### src/rtl/fee_config_sequencer.sv
// fee_config_sequencer: gates staged FEE register values into the trigger and
// acquisition datapath. The datapath is held in STOP and drained before any
// value changes, SET_CONFIG frames the update window, and run is released only
// once the newly applied configuration is valid.
// Optional build macro FEE_CFG_SEQ_DRAIN_TIMEOUT_EN adds a bounded DRAIN wait
// with a sticky DRAIN_TIMEOUT_ERR flag; without it DRAIN waits indefinitely.
// No handshakes: REG_MODE and DATAPATH_BUSY are sampled as levels every cycle,
// and every output is held until the sequencer itself changes it.
module fee_config_sequencer #(
    parameter int DRAIN_TIMEOUT = 1024,
    parameter int SETTLE_CYCLES = 4
) (
    input  logic        CLK,
    input  logic        RESET_N,
    input  logic [2:0]  REG_MODE,
    input  logic [15:0] REG_MAX_TRIGGER_LENGTH,
    input  logic [15:0] REG_RISING_EDGE_THRESHOLD,
    input  logic [15:0] REG_FALLING_EDGE_THRESHOLD,
    input  logic [1:0]  REG_PRE_ACQUISITION_LENGTH,
    input  logic [1:0]  REG_POST_ACQUISITION_LENGTH,
    input  logic [12:0] REG_H_GAIN_BASELINE,
    input  logic [15:0] REG_L_GAIN_BASELINE,
    input  logic        DATAPATH_BUSY,
    output logic        STOP,
    output logic        SET_CONFIG,
    output logic        ACQUIRE_MODE,
    output logic [15:0] MAX_TRIGGER_LENGTH,
    output logic [15:0] RISING_EDGE_THRESHOLD,
    output logic [15:0] FALLING_EDGE_THRESHOLD,
    output logic [1:0]  PRE_ACQUISITION_LENGTH,
    output logic [1:0]  POST_ACQUISITION_LENGTH,
    output logic [12:0] H_GAIN_BASELINE,
    output logic [15:0] L_GAIN_BASELINE,
    output logic [2:0]  SEQ_STATE,
    output logic        CONFIG_ERROR,
    output logic        DRAIN_TIMEOUT_ERR
);

    typedef enum logic [2:0] {
        ST_STOPPED = 3'd0,
        ST_RUN     = 3'd1,
        ST_DRAIN   = 3'd2,
        ST_CONFIG  = 3'd3,
        ST_APPLY   = 3'd4
    } seq_state_t;

    localparam logic [7:0] SETTLE_LAST = 8'(SETTLE_CYCLES);

    seq_state_t state;
    seq_state_t next_state;
    logic [7:0] settle_cnt;
    logic       set_cfg_err;
    logic       drain_timeout;

    // Mode decode: config request outranks stop, stop outranks run.
    logic cfg_req;
    logic stop_req;
    logic run_req;
    assign cfg_req  = REG_MODE[2];
    assign stop_req = !REG_MODE[2] && REG_MODE[1];
    assign run_req  = !REG_MODE[2] && !REG_MODE[1];

    // Validity is judged on the applied copy, which is stable during settle.
    logic cfg_valid;
    assign cfg_valid = (FALLING_EDGE_THRESHOLD <= RISING_EDGE_THRESHOLD)
                    && (MAX_TRIGGER_LENGTH != 16'd0);

    logic apply_entry;
    logic settle_done;
    assign apply_entry = (state == ST_APPLY) && (settle_cnt == 8'd0);
    assign settle_done = (state == ST_APPLY) && (settle_cnt == SETTLE_LAST);

    // Control outputs are pure decodes of the state register, so STOP can
    // never be low while SET_CONFIG is high.
    assign STOP       = (state != ST_RUN);
    assign SET_CONFIG = (state == ST_CONFIG) || (state == ST_APPLY);
    assign SEQ_STATE  = state;

    // State register.
    always_ff @(posedge CLK or negedge RESET_N) begin
        if (!RESET_N) state <= ST_STOPPED;
        else          state <= next_state;
    end

    // Next-state decision and config-error request.
    always_comb begin
        next_state  = state;
        set_cfg_err = 1'b0;
        case (state)
            ST_STOPPED: begin
                if (cfg_req)      next_state = ST_CONFIG;
                else if (run_req) next_state = ST_APPLY;
            end
            ST_RUN: begin
                if (cfg_req || stop_req || (REG_MODE[0] != ACQUIRE_MODE))
                    next_state = ST_DRAIN;
            end
            ST_DRAIN: begin
                if (!DATAPATH_BUSY || drain_timeout) begin
                    if (cfg_req)       next_state = ST_CONFIG;
                    else if (stop_req) next_state = ST_STOPPED;
                    else               next_state = ST_APPLY;
                end
            end
            ST_CONFIG: begin
                if (!cfg_req) next_state = ST_APPLY;
            end
            ST_APPLY: begin
                if (settle_done) begin
                    if (cfg_req)        next_state = ST_CONFIG;
                    else if (stop_req)  next_state = ST_STOPPED;
                    else if (!cfg_valid) begin
                        next_state  = ST_STOPPED;
                        set_cfg_err = 1'b1;
                    end
                    else                next_state = ST_RUN;
                end
            end
            default: next_state = ST_STOPPED;
        endcase
    end

    // Settle counter: restarts on every state change, counts only in APPLY.
    always_ff @(posedge CLK or negedge RESET_N) begin
        if (!RESET_N)
            settle_cnt <= 8'd0;
        else if (state != next_state)
            settle_cnt <= 8'd0;
        else if ((state == ST_APPLY) && (settle_cnt != SETTLE_LAST))
            settle_cnt <= settle_cnt + 8'd1;
    end

    // Applied configuration: captured only on the first APPLY cycle.
    always_ff @(posedge CLK or negedge RESET_N) begin
        if (!RESET_N) begin
            ACQUIRE_MODE            <= 1'b0;
            MAX_TRIGGER_LENGTH      <= 16'd0;
            RISING_EDGE_THRESHOLD   <= 16'd0;
            FALLING_EDGE_THRESHOLD  <= 16'd0;
            PRE_ACQUISITION_LENGTH  <= 2'd0;
            POST_ACQUISITION_LENGTH <= 2'd0;
            H_GAIN_BASELINE         <= 13'd0;
            L_GAIN_BASELINE         <= 16'd0;
        end else if (apply_entry) begin
            ACQUIRE_MODE            <= REG_MODE[0];
            MAX_TRIGGER_LENGTH      <= REG_MAX_TRIGGER_LENGTH;
            RISING_EDGE_THRESHOLD   <= REG_RISING_EDGE_THRESHOLD;
            FALLING_EDGE_THRESHOLD  <= REG_FALLING_EDGE_THRESHOLD;
            PRE_ACQUISITION_LENGTH  <= REG_PRE_ACQUISITION_LENGTH;
            POST_ACQUISITION_LENGTH <= REG_POST_ACQUISITION_LENGTH;
            H_GAIN_BASELINE         <= REG_H_GAIN_BASELINE;
            L_GAIN_BASELINE         <= REG_L_GAIN_BASELINE;
        end
    end

    // Sticky config error: set on a rejected run, cleared on entering CONFIG.
    always_ff @(posedge CLK or negedge RESET_N) begin
        if (!RESET_N)
            CONFIG_ERROR <= 1'b0;
        else if ((state != ST_CONFIG) && (next_state == ST_CONFIG))
            CONFIG_ERROR <= 1'b0;
        else if (set_cfg_err)
            CONFIG_ERROR <= 1'b1;
    end

`ifdef FEE_CFG_SEQ_DRAIN_TIMEOUT_EN
    localparam int DW = $clog2(DRAIN_TIMEOUT + 1);
    localparam logic [DW-1:0] DRAIN_LAST = DW'(DRAIN_TIMEOUT - 1);

    logic [DW-1:0] drain_cnt;

    // The last DRAIN cycle with busy still high forces the exit.
    assign drain_timeout = (state == ST_DRAIN) && (drain_cnt == DRAIN_LAST);

    // Drain counter: zero outside DRAIN, so it starts from zero on entry.
    always_ff @(posedge CLK or negedge RESET_N) begin
        if (!RESET_N)
            drain_cnt <= '0;
        else if (state != ST_DRAIN)
            drain_cnt <= '0;
        else if (drain_cnt != DRAIN_LAST)
            drain_cnt <= drain_cnt + 1'b1;
    end

    // Sticky timeout flag: only when busy never dropped.
    always_ff @(posedge CLK or negedge RESET_N) begin
        if (!RESET_N)
            DRAIN_TIMEOUT_ERR <= 1'b0;
        else if (drain_timeout && DATAPATH_BUSY)
            DRAIN_TIMEOUT_ERR <= 1'b1;
    end
`else
    logic unused_drain_timeout;
    assign unused_drain_timeout = (DRAIN_TIMEOUT < 1);
    assign drain_timeout        = 1'b0;
    assign DRAIN_TIMEOUT_ERR    = 1'b0;
`endif

endmodule

### config.mk
export PLATFORM = sky130hd
export DESIGN_NAME = fee_config_sequencer
export DESIGN_NICKNAME = d
export VERILOG_FILES = /design/src/rtl/fee_config_sequencer.sv
export SDC_FILE = /design/constraint.sdc
export NUM_CORES = 1
export LEC_CHECK = 0
export BUFFER_PORTS_ARGS = -buffer_cell sky130_fd_sc_hd__buf_2
export CAP_MARGIN = 20
export CORE_MARGIN = 1.5
export CORE_UTILIZATION = 52
export DETAILED_ROUTE_END_ITERATION = 10
export MAX_ROUTING_LAYER = met4
export PLACE_DENSITY = 0.93
export RECOVER_POWER = 25
export SLEW_MARGIN = 30
export SYNTH_ARGS = -nofsm -noshare
export SYNTH_HDL_FRONTEND = slang
export SYNTH_SLANG_ARGS = --single-unit
### constraint.sdc
create_clock -name CLK -period 4.9 [get_ports CLK]
set_clock_uncertainty 0.2 [all_clocks]
set_input_delay 0.735 -clock CLK [delete_from_list [all_inputs] [get_ports CLK]]
set_output_delay 0.735 -clock CLK [all_outputs]
set_load 0.02 [all_outputs]
==> flow_results.xml, run 1 <==
<?xml version="1.0" encoding="UTF-8"?>
<metrics>
  <group name="outcome">
    <metric name="status" unit="">finished, violations left</metric>
    <metric name="failing_checks" unit="">max-capacitance violations, max-slew violations</metric>
  </group>
  <group name="synthesis">
    <metric name="synth.area.mux_share" unit="%">22.0</metric>
    <metric name="yosysSeqAreaShare" unit="%">54.8</metric>
    <metric name="post_synth_fa_ha_maj_area_fraction" unit="%">5.24</metric>
    <metric name="combinational_family_with_the_most_area_after_synthesis" unit="">multiplexers</metric>
    <metric name="postSynth.asyncResetShare" unit="%">100</metric>
    <metric name="synth-warning-count" unit="">0</metric>
    <metric name="synth_enable_flop_cells" unit="">0</metric>
    <metric name="synth.cell_area" unit="µm²">4300</metric>
    <metric name="synth-seq-cells" unit="">94</metric>
    <metric name="postSynth.topFlopCell" unit="">sky130_fd_sc_hd__dfrtp_1</metric>
    <metric name="yosysUniqueCellTypes" unit="">38</metric>
    <metric name="synth.avg_cell_area" unit="µm²">13.2</metric>
    <metric name="synth_compound_gate_area_share" unit="%">4.69</metric>
    <metric name="synthCells" unit="">325</metric>
    <metric name="synth_simple_gate_area_share" unit="%">8.33</metric>
    <metric name="synthXorXnorAreaFrac" unit="%">1.63</metric>
    <metric name="syn-num-nets" unit="">430</metric>
  </group>
  <group name="timing">
    <metric name="rsz0062_at_grt" unit="">false</metric>
    <metric name="slew_viol_final" unit="">40</metric>
    <metric name="finalWorstPathRequiredPeriod" unit="ps">3020</metric>
    <metric name="finalSetupTns" unit="ps">0</metric>
    <metric name="relSlewSlack" unit="%">-37.8</metric>
    <metric name="hold_viol_final" unit="">0</metric>
    <metric name="fmaxAchievable" unit="GHz">0.332</metric>
    <metric name="layout_worst_path_cycle_share" unit="%">61.5</metric>
    <metric name="postLayoutSetupSlackWorst" unit="ps">1880</metric>
    <metric name="finalSetupViolCount" unit="">0</metric>
    <metric name="timing_worst_slew_pin_value" unit="ps">2070</metric>
  </group>
  <group name="final_layout">
    <metric name="nNetsFinal" unit="">605</metric>
    <metric name="layout_common_cells" unit="">173 x sky130_fd_sc_hd__buf_2, 94 x sky130_fd_sc_hd__dfrtp_1, 82 x sky130_fd_sc_hd__mux2_2</metric>
    <metric name="final.fill_count" unit="">583</metric>
    <metric name="antenna_cells" unit="">0</metric>
    <metric name="syn_to_final_growth" unit="%">26.6</metric>
    <metric name="mostFrequentLayoutCell" unit="">sky130_fd_sc_hd__buf_2</metric>
    <metric name="layout-drive-gt1-share" unit="%">54.7</metric>
  </group>
  <group name="floorplan">
    <metric name="rows" unit="">32</metric>
    <metric name="dieWidth" unit="µm">93.9</metric>
    <metric name="io_pins" unit="">176</metric>
    <metric name="dieArea" unit="µm²">8810</metric>
    <metric name="initial_utilization" unit="%">54.7</metric>
    <metric name="core_area" unit="µm²">7850</metric>
    <metric name="die_y" unit="µm">93.9</metric>
  </group>
  <group name="detailed_routing">
    <metric name="detailroute.via_count" unit="">3202</metric>
    <metric name="ant_nets" unit="">0</metric>
    <metric name="wire_per_inst" unit="µm">16.5</metric>
    <metric name="detailedRoute.firstPassIterationCount" unit="">4</metric>
    <metric name="drc" unit="">0</metric>
    <metric name="drt_iter0_drc" unit="">147</metric>
    <metric name="route.final.wire_length" unit="µm">10000</metric>
    <metric name="routed_via_density" unit="">5.28</metric>
  </group>
  <group name="clock_tree">
    <metric name="cts-root-to-sink-buffers" unit="">2</metric>
    <metric name="setup_fix_buffers_added_after_clock_tree_synthesis" unit="">0</metric>
    <metric name="cts_root_buf" unit="">sky130_fd_sc_hd__clkbuf_8</metric>
    <metric name="clk_pin_slew" unit="ps">100</metric>
    <metric name="cts-hold-fix-buffers" unit="">0</metric>
    <metric name="clock_insertion_delay_at_the_later_pin_of_the_skew_report" unit="ps">360</metric>
    <metric name="cts_htree_levels" unit="">3</metric>
    <metric name="clock_sinks" unit="">94</metric>
    <metric name="tritoncts" unit="">done</metric>
    <metric name="numCtsBuffers" unit="">9</metric>
    <metric name="cts_repair_resize_count" unit="">0</metric>
  </group>
  <group name="global_routing">
    <metric name="grt_max_degree" unit="">59</metric>
    <metric name="grt_pass1_vias" unit="">3282</metric>
    <metric name="grt_pass1_wl" unit="µm">15600</metric>
    <metric name="grt_remaining_overflow" unit="">0</metric>
    <metric name="grt_antenna_before_repair" unit="">0</metric>
    <metric name="grt_usage" unit="%">23.6</metric>
  </group>
  <group name="placed_design">
    <metric name="place_hpwl" unit="µm">7620</metric>
    <metric name="io_buffers" unit="">174</metric>
    <metric name="weighted_congestion_at_the_end_of_routability_driven_global_placement" unit="">0.893</metric>
    <metric name="pre_cts_ws" unit="ps">2230</metric>
  </group>
  <group name="worst_setup_path">
    <metric name="cp_num_buf_inv" unit="">2</metric>
    <metric name="worst_ep_arrival_time" unit="ps">2870</metric>
    <metric name="timing_worst_setup_path_type" unit="">input pin to async pin</metric>
    <metric name="slowest_delay" unit="ps">1540</metric>
    <metric name="crit_path_end_kind" unit="">async pin</metric>
    <metric name="crit_fanout" unit="">56</metric>
    <metric name="critical_path_required" unit="ps">4760</metric>
    <metric name="path_delay_family" unit="">buffers and inverters</metric>
    <metric name="crit_slowest_cell" unit="">sky130_fd_sc_hd__clkbuf_1</metric>
    <metric name="worstPathCellList" unit="">buf_4 &gt; clkbuf_1</metric>
    <metric name="setup.worst_path.start_class" unit="">input pin</metric>
  </group>
  <group name="flow_run">
    <metric name="cap_violations" unit="">1</metric>
  </group>
  <group name="pwr">
    <metric name="pwr_density_cell" unit="nW/µm²">713</metric>
    <metric name="max-vdd-ir-drop" unit="mV">0.384</metric>
    <metric name="cellLeakagePower" unit="nW">2.71</metric>
  </group>
  <group name="worst_hold_path">
    <metric name="worstHoldPathType" unit="">input pin to async pin</metric>
  </group>
</metrics>
-- cells in the mapped netlist (all sizes together) (2+ instances only) --
master / count / area (µm²)
dfrtp: 94 / 2350
mux2: 82 / 923
inv: 21 / 78.8
ha: 18 / 225
a21oi: 12 / 60.1
buf: 9 / 47.6
nand2: 9 / 33.8
nor3b: 9 / 67.6
nor2: 7 / 26.3
nor4: 7 / 58.8
nand4: 6 / 37.5
and3b: 4 / 35.0
clkbuf: 4 / 15.0
nand3: 4 / 20.0
o21ai: 4 / 20.0
xnor2: 4 / 35.0
xor2: 4 / 35.0
a21o: 3 / 22.5
and4: 3 / 26.3
a22oi: 2 / 15.0
mux2i: 2 / 20.0
nand2b: 2 / 12.5
nor3: 2 / 10.0
-- kinds of logic after synthesis --
logic type	Yosys count
flops	94
mux	84
fa+ha+maj	18
compound gates	29
buf+inv	34
other cells	1
xor+xnor	8
simple gates	57
-- final cells by class --
| cell class | instances | area [µm²] | area share [%] |
|---|---|---|---|
| sequential | 94 | 2350 | 43.3 |
| multi-input combinational | 197 | 1800 | 33.1 |
| timing repair buffer | 177 | 892 | 16.4 |
| clock buffer | 11 | 141 | 2.60 |
| tap | 102 | 128 | 2.35 |
| inverter | 21 | 78.8 | 1.45 |
| clock inverter | 5 | 42.5 | 0.783 |
-- worst paths after layout --
path / start / end / slack [ps] / depth (start not counted)
max: RESET_N / H_GAIN_BASELINE[10] / 1880 / 2
min: RESET_N / RISING_EDGE_THRESHOLD[1] / 240 / 1
min reg2reg: POST_ACQUISITION_LENGTH[0] / POST_ACQUISITION_LENGTH[0] / 310 / 1
max reg2reg: RISING_EDGE_THRESHOLD[15] / settle_cnt[4] / 2180 / 8
max in group CLK: RISING_EDGE_THRESHOLD[15] / settle_cnt[4] / 2180 / 8
min in group CLK: POST_ACQUISITION_LENGTH[0] / POST_ACQUISITION_LENGTH[0] / 310 / 1
-- sequential cells by signal, indices dropped and copies added (netlist names) --
| register | count |
|---|---|
| SEQ_STATE | 3 |
| L_GAIN_BASELINE | 16 |
| settle_cnt | 8 |
| RISING_EDGE_THRESHOLD | 16 |
| FALLING_EDGE_THRESHOLD | 16 |
| CONFIG_ERROR | 1 |
| POST_ACQUISITION_LENGTH | 2 |
| MAX_TRIGGER_LENGTH | 16 |
| ACQUIRE_MODE | 1 |
| PRE_ACQUISITION_LENGTH | 2 |
| H_GAIN_BASELINE | 13 |
-- report_power, final --
part           switching [W]  internal (W)  total (W)
clock               0.000278      0.000203   0.000481
combinational        0.00113      0.000865    0.00199
sequential          0.000259       0.00114    0.00140
total                0.00167       0.00221    0.00388
-- metal layers --
layer	global-route usage, %	wire [µm]
met5	-	0
met4	8.21	159
met3	5.83	682
met2	38.1	4950
met1	29.0	4230
-- per-stage QoR --
stage	power (W)	std cells	cell area [µm²]	utilization (%)	hold slack, ps
after floorplan	0.00275	325	4300	-	239
after global placement	0.00332	591	5260	67.0	283
after detailed placement	0.00342	591	5260	67.0	289
after CTS	0.00391	607	5440	69.3	248
after global routing	0.00411	607	5440	69.3	282
final	0.00388	607	5440	69.3	236
(Power assumes the default switching activity.)
==> inputs of run 2 (changes only) <==
--- a/config.mk
+++ b/config.mk
@@ -8,10 +8,10 @@
 export BUFFER_PORTS_ARGS = -buffer_cell sky130_fd_sc_hd__buf_2
 export CAP_MARGIN = 20
 export CORE_MARGIN = 1.5
-export CORE_UTILIZATION = 52
+export CORE_UTILIZATION = 48
 export DETAILED_ROUTE_END_ITERATION = 10
 export MAX_ROUTING_LAYER = met4
-export PLACE_DENSITY = 0.93
+export PLACE_DENSITY = 0.88
 export RECOVER_POWER = 25
 export SLEW_MARGIN = 30
 export SYNTH_ARGS = -nofsm -noshare
==> constraint.sdc (replaced) <==
create_clock -name CLK -period 2.8 [get_ports CLK]
set_clock_uncertainty 0.2 [all_clocks]
set_input_delay 0.42 -clock CLK [delete_from_list [all_inputs] [get_ports CLK]]
set_output_delay 0.42 -clock CLK [all_outputs]
set_load 0.02 [all_outputs]
==> run 2 against run 1 <==
- the flow now finishes without violations
- sequential cell count is the same
- final cell count increased by 1.3%
- register-to-register slack got worse by 2000 ps
- critical path type is now flip-flop to flip-flop
- critical endpoint is now settle_cnt[6]
- largest power group unchanged
==> flow_results.xml, run 2 (synthesis results as in run 1) <==
<?xml version="1.0" encoding="UTF-8"?>
<metrics>
  <group name="floorplan">
    <metric name="initial_utilization" unit="%">49.5</metric>
    <metric name="core_area" unit="µm²">8680</metric>
    <metric name="dieWidth" unit="µm">97.6</metric>
    <metric name="dieArea" unit="µm²">9520</metric>
    <metric name="die_y" unit="µm">97.6</metric>
    <metric name="rows" unit="">34</metric>
    <metric name="io_pins" unit="">176</metric>
  </group>
  <group name="worst_setup_path">
    <metric name="slowest_delay" unit="ps">420</metric>
    <metric name="crit_fanout" unit="">8</metric>
    <metric name="worst_ep_arrival_time" unit="ps">2640</metric>
    <metric name="worstPathCellList" unit="">inv_1 &gt; ha_1 &gt; nand4_1 &gt; nor4_2 &gt; and4_1 &gt; nor2_1 &gt; a211oi_4 &gt; and3b_1</metric>
    <metric name="timing_worst_setup_path_type" unit="">flip-flop to flip-flop</metric>
    <metric name="critical_path_required" unit="ps">2840</metric>
    <metric name="r2r_setup_slack" unit="ps">200</metric>
    <metric name="crit_slowest_cell" unit="">sky130_fd_sc_hd__a211oi_4</metric>
    <metric name="reg2reg_start" unit="">RISING_EDGE_THRESHOLD[15]</metric>
    <metric name="worst_r2r_path_depth" unit="">8</metric>
    <metric name="path_delay_family" unit="">simple AND/OR/NAND/NOR gates</metric>
    <metric name="critical_path.startpoint" unit="">RISING_EDGE_THRESHOLD[15]</metric>
    <metric name="crit_path_end_kind" unit="">flip-flop</metric>
    <metric name="critical_path.reg2reg.endpoint" unit="">settle_cnt[6]</metric>
    <metric name="cp_num_buf_inv" unit="">1</metric>
    <metric name="setup.worst_path.start_class" unit="">flip-flop</metric>
  </group>
  <group name="global_routing">
    <metric name="grt_antenna_before_repair" unit="">0</metric>
    <metric name="grt_pass1_vias" unit="">3405</metric>
    <metric name="grt_max_degree" unit="">48</metric>
    <metric name="grt_pass1_wl" unit="µm">16200</metric>
    <metric name="grt_usage" unit="%">21.9</metric>
    <metric name="grt_remaining_overflow" unit="">0</metric>
  </group>
  <group name="timing">
    <metric name="fmaxAchievable" unit="GHz">0.384</metric>
    <metric name="timing_worst_slew_pin_value" unit="ps">1180</metric>
    <metric name="finalSetupTns" unit="ps">0</metric>
    <metric name="relSlewSlack" unit="%">21.4</metric>
    <metric name="finalSetupViolCount" unit="">0</metric>
    <metric name="finalWorstPathRequiredPeriod" unit="ps">2600</metric>
    <metric name="layout_worst_path_cycle_share" unit="%">93.0</metric>
    <metric name="slew_viol_final" unit="">0</metric>
    <metric name="hold-worst-slack" unit="ps">94.7</metric>
    <metric name="hold_viol_final" unit="">0</metric>
    <metric name="rsz0062_at_grt" unit="">false</metric>
  </group>
  <group name="clock_tree">
    <metric name="clock_insertion_delay_at_the_later_pin_of_the_skew_report" unit="ps">350</metric>
    <metric name="numCtsBuffers" unit="">9</metric>
    <metric name="clk_pin_slew" unit="ps">100</metric>
    <metric name="tritoncts" unit="">done</metric>
    <metric name="cts-root-to-sink-buffers" unit="">2</metric>
    <metric name="cts_root_buf" unit="">sky130_fd_sc_hd__clkbuf_8</metric>
    <metric name="cts_htree_levels" unit="">3</metric>
    <metric name="clock_sinks" unit="">94</metric>
  </group>
  <group name="worst_hold_path">
    <metric name="min-delay-start" unit="">REG_FALLING_EDGE_THRESHOLD[13]</metric>
    <metric name="holdPathEnd" unit="">FALLING_EDGE_THRESHOLD[13]</metric>
    <metric name="worstHoldPathType" unit="">input pin to flip-flop</metric>
    <metric name="hold_depth" unit="">2</metric>
  </group>
  <group name="placed_design">
    <metric name="place_inst" unit="">598</metric>
    <metric name="io_buffers" unit="">174</metric>
    <metric name="weighted_congestion_at_the_end_of_routability_driven_global_placement" unit="">0.872</metric>
    <metric name="place_hpwl" unit="µm">7690</metric>
  </group>
  <group name="final_layout">
    <metric name="final_cell_count_no_fill" unit="">615</metric>
    <metric name="syn_to_final_growth" unit="%">27.7</metric>
    <metric name="fin_util" unit="%">63.2</metric>
    <metric name="mostFrequentLayoutCell" unit="">sky130_fd_sc_hd__buf_2</metric>
    <metric name="multiInputGateArea" unit="µm²">1810</metric>
    <metric name="layout_common_cells" unit="">149 x sky130_fd_sc_hd__buf_2, 94 x sky130_fd_sc_hd__dfrtp_1, 82 x sky130_fd_sc_hd__mux2_2</metric>
    <metric name="layout-drive-gt1-share" unit="%">50.5</metric>
    <metric name="nNetsFinal" unit="">607</metric>
    <metric name="final.fill_count" unit="">731</metric>
    <metric name="antenna_cells" unit="">0</metric>
    <metric name="sequential_cell_area" unit="µm²">2350</metric>
  </group>
  <group name="detailed_routing">
    <metric name="wire_per_inst" unit="µm">16.1</metric>
    <metric name="ant_nets" unit="">0</metric>
    <metric name="detailedRoute.firstPassIterationCount" unit="">4</metric>
    <metric name="drt_iter0_drc" unit="">105</metric>
    <metric name="drc" unit="">0</metric>
    <metric name="route.final.wire_length" unit="µm">9880</metric>
    <metric name="routed_via_density" unit="">5.20</metric>
    <metric name="detailroute.via_count" unit="">3195</metric>
  </group>
  <group name="flow_run">
    <metric name="cap_violations" unit="">0</metric>
  </group>
  <group name="pwr">
    <metric name="cellLeakagePower" unit="nW">2.68</metric>
    <metric name="pwr_density_cell" unit="nW/µm²">1250</metric>
    <metric name="max-vdd-ir-drop" unit="mV">0.570</metric>
  </group>
  <group name="outcome">
    <metric name="status" unit="">finished, final reports clean</metric>
  </group>
</metrics>
==> run 2: cell types whose count changed in the layout (fill, tap and decap cells not counted), sizes merged <==
cell | before | now
bufinv | 0 | 1
dlygate4sd3 | 0 | 1
clkinv | 1 | 2
clkbuf | 12 | 36
clkinvlp | 3 | 0
inv | 22 | 23
buf | 176 | 153
==> run 2: cell type report <==
| cell class | count | share of cell area (%) |
|---|---|---|
| inverter | 21 | 1.44 |
| clock buffer | 11 | 2.76 |
| timing repair buffer | 179 | 16.3 |
| multi-input combinational | 197 | 33.0 |
| tap | 108 | 2.46 |
| sequential | 94 | 42.9 |
| clock inverter | 5 | 1.19 |
==> run 2: worst max path at each step <==
stage	end	cells past startpoint
global placement	settle_cnt[4]	8
floorplan	settle_cnt[4]	8
finish	settle_cnt[6]	8
detailed placement	settle_cnt[6]	8
CTS	settle_cnt[6]	8
global route	settle_cnt[4]	8
==> run 2: report_power, final <==
part | total [W] | switching, W | internal, W
clock | 0.000957 | 0.000485 | 0.000472
combinational | 0.00346 | 0.00197 | 0.00149
sequential | 0.00244 | 0.000436 | 0.00200
==> run 2: metal layers <==
metal | vias to the layer above | wire, µm | track usage (%)
met1 | 1556 | 4120 | 26.6
met3 | 15 | 620 | 5.25
met2 | 112 | 4970 | 36.2
li1 | 1512 | - | -
met5 | - | 0 | -
met4 | 0 | 165 | 7.36
==> run 2: what timing repair did <==
action                                  CTS  global route
hold buffers                              1             0
endpoints found under the hold margin    45             0
endpoints found under the setup margin    0             8
resized for setup                         0             1
setup buffers                             0             0
==> run 2: metrics by stage <==
stage,power (W),setup slack [ps],cell area (µm²)
floorplan,0.00481,308,4300
global placement,0.00584,243,5280
detailed placement,0.00599,108,5280
CTS,0.00696,90.0,5510
global route,0.00733,12.3,5480
finish,0.00685,197,5480
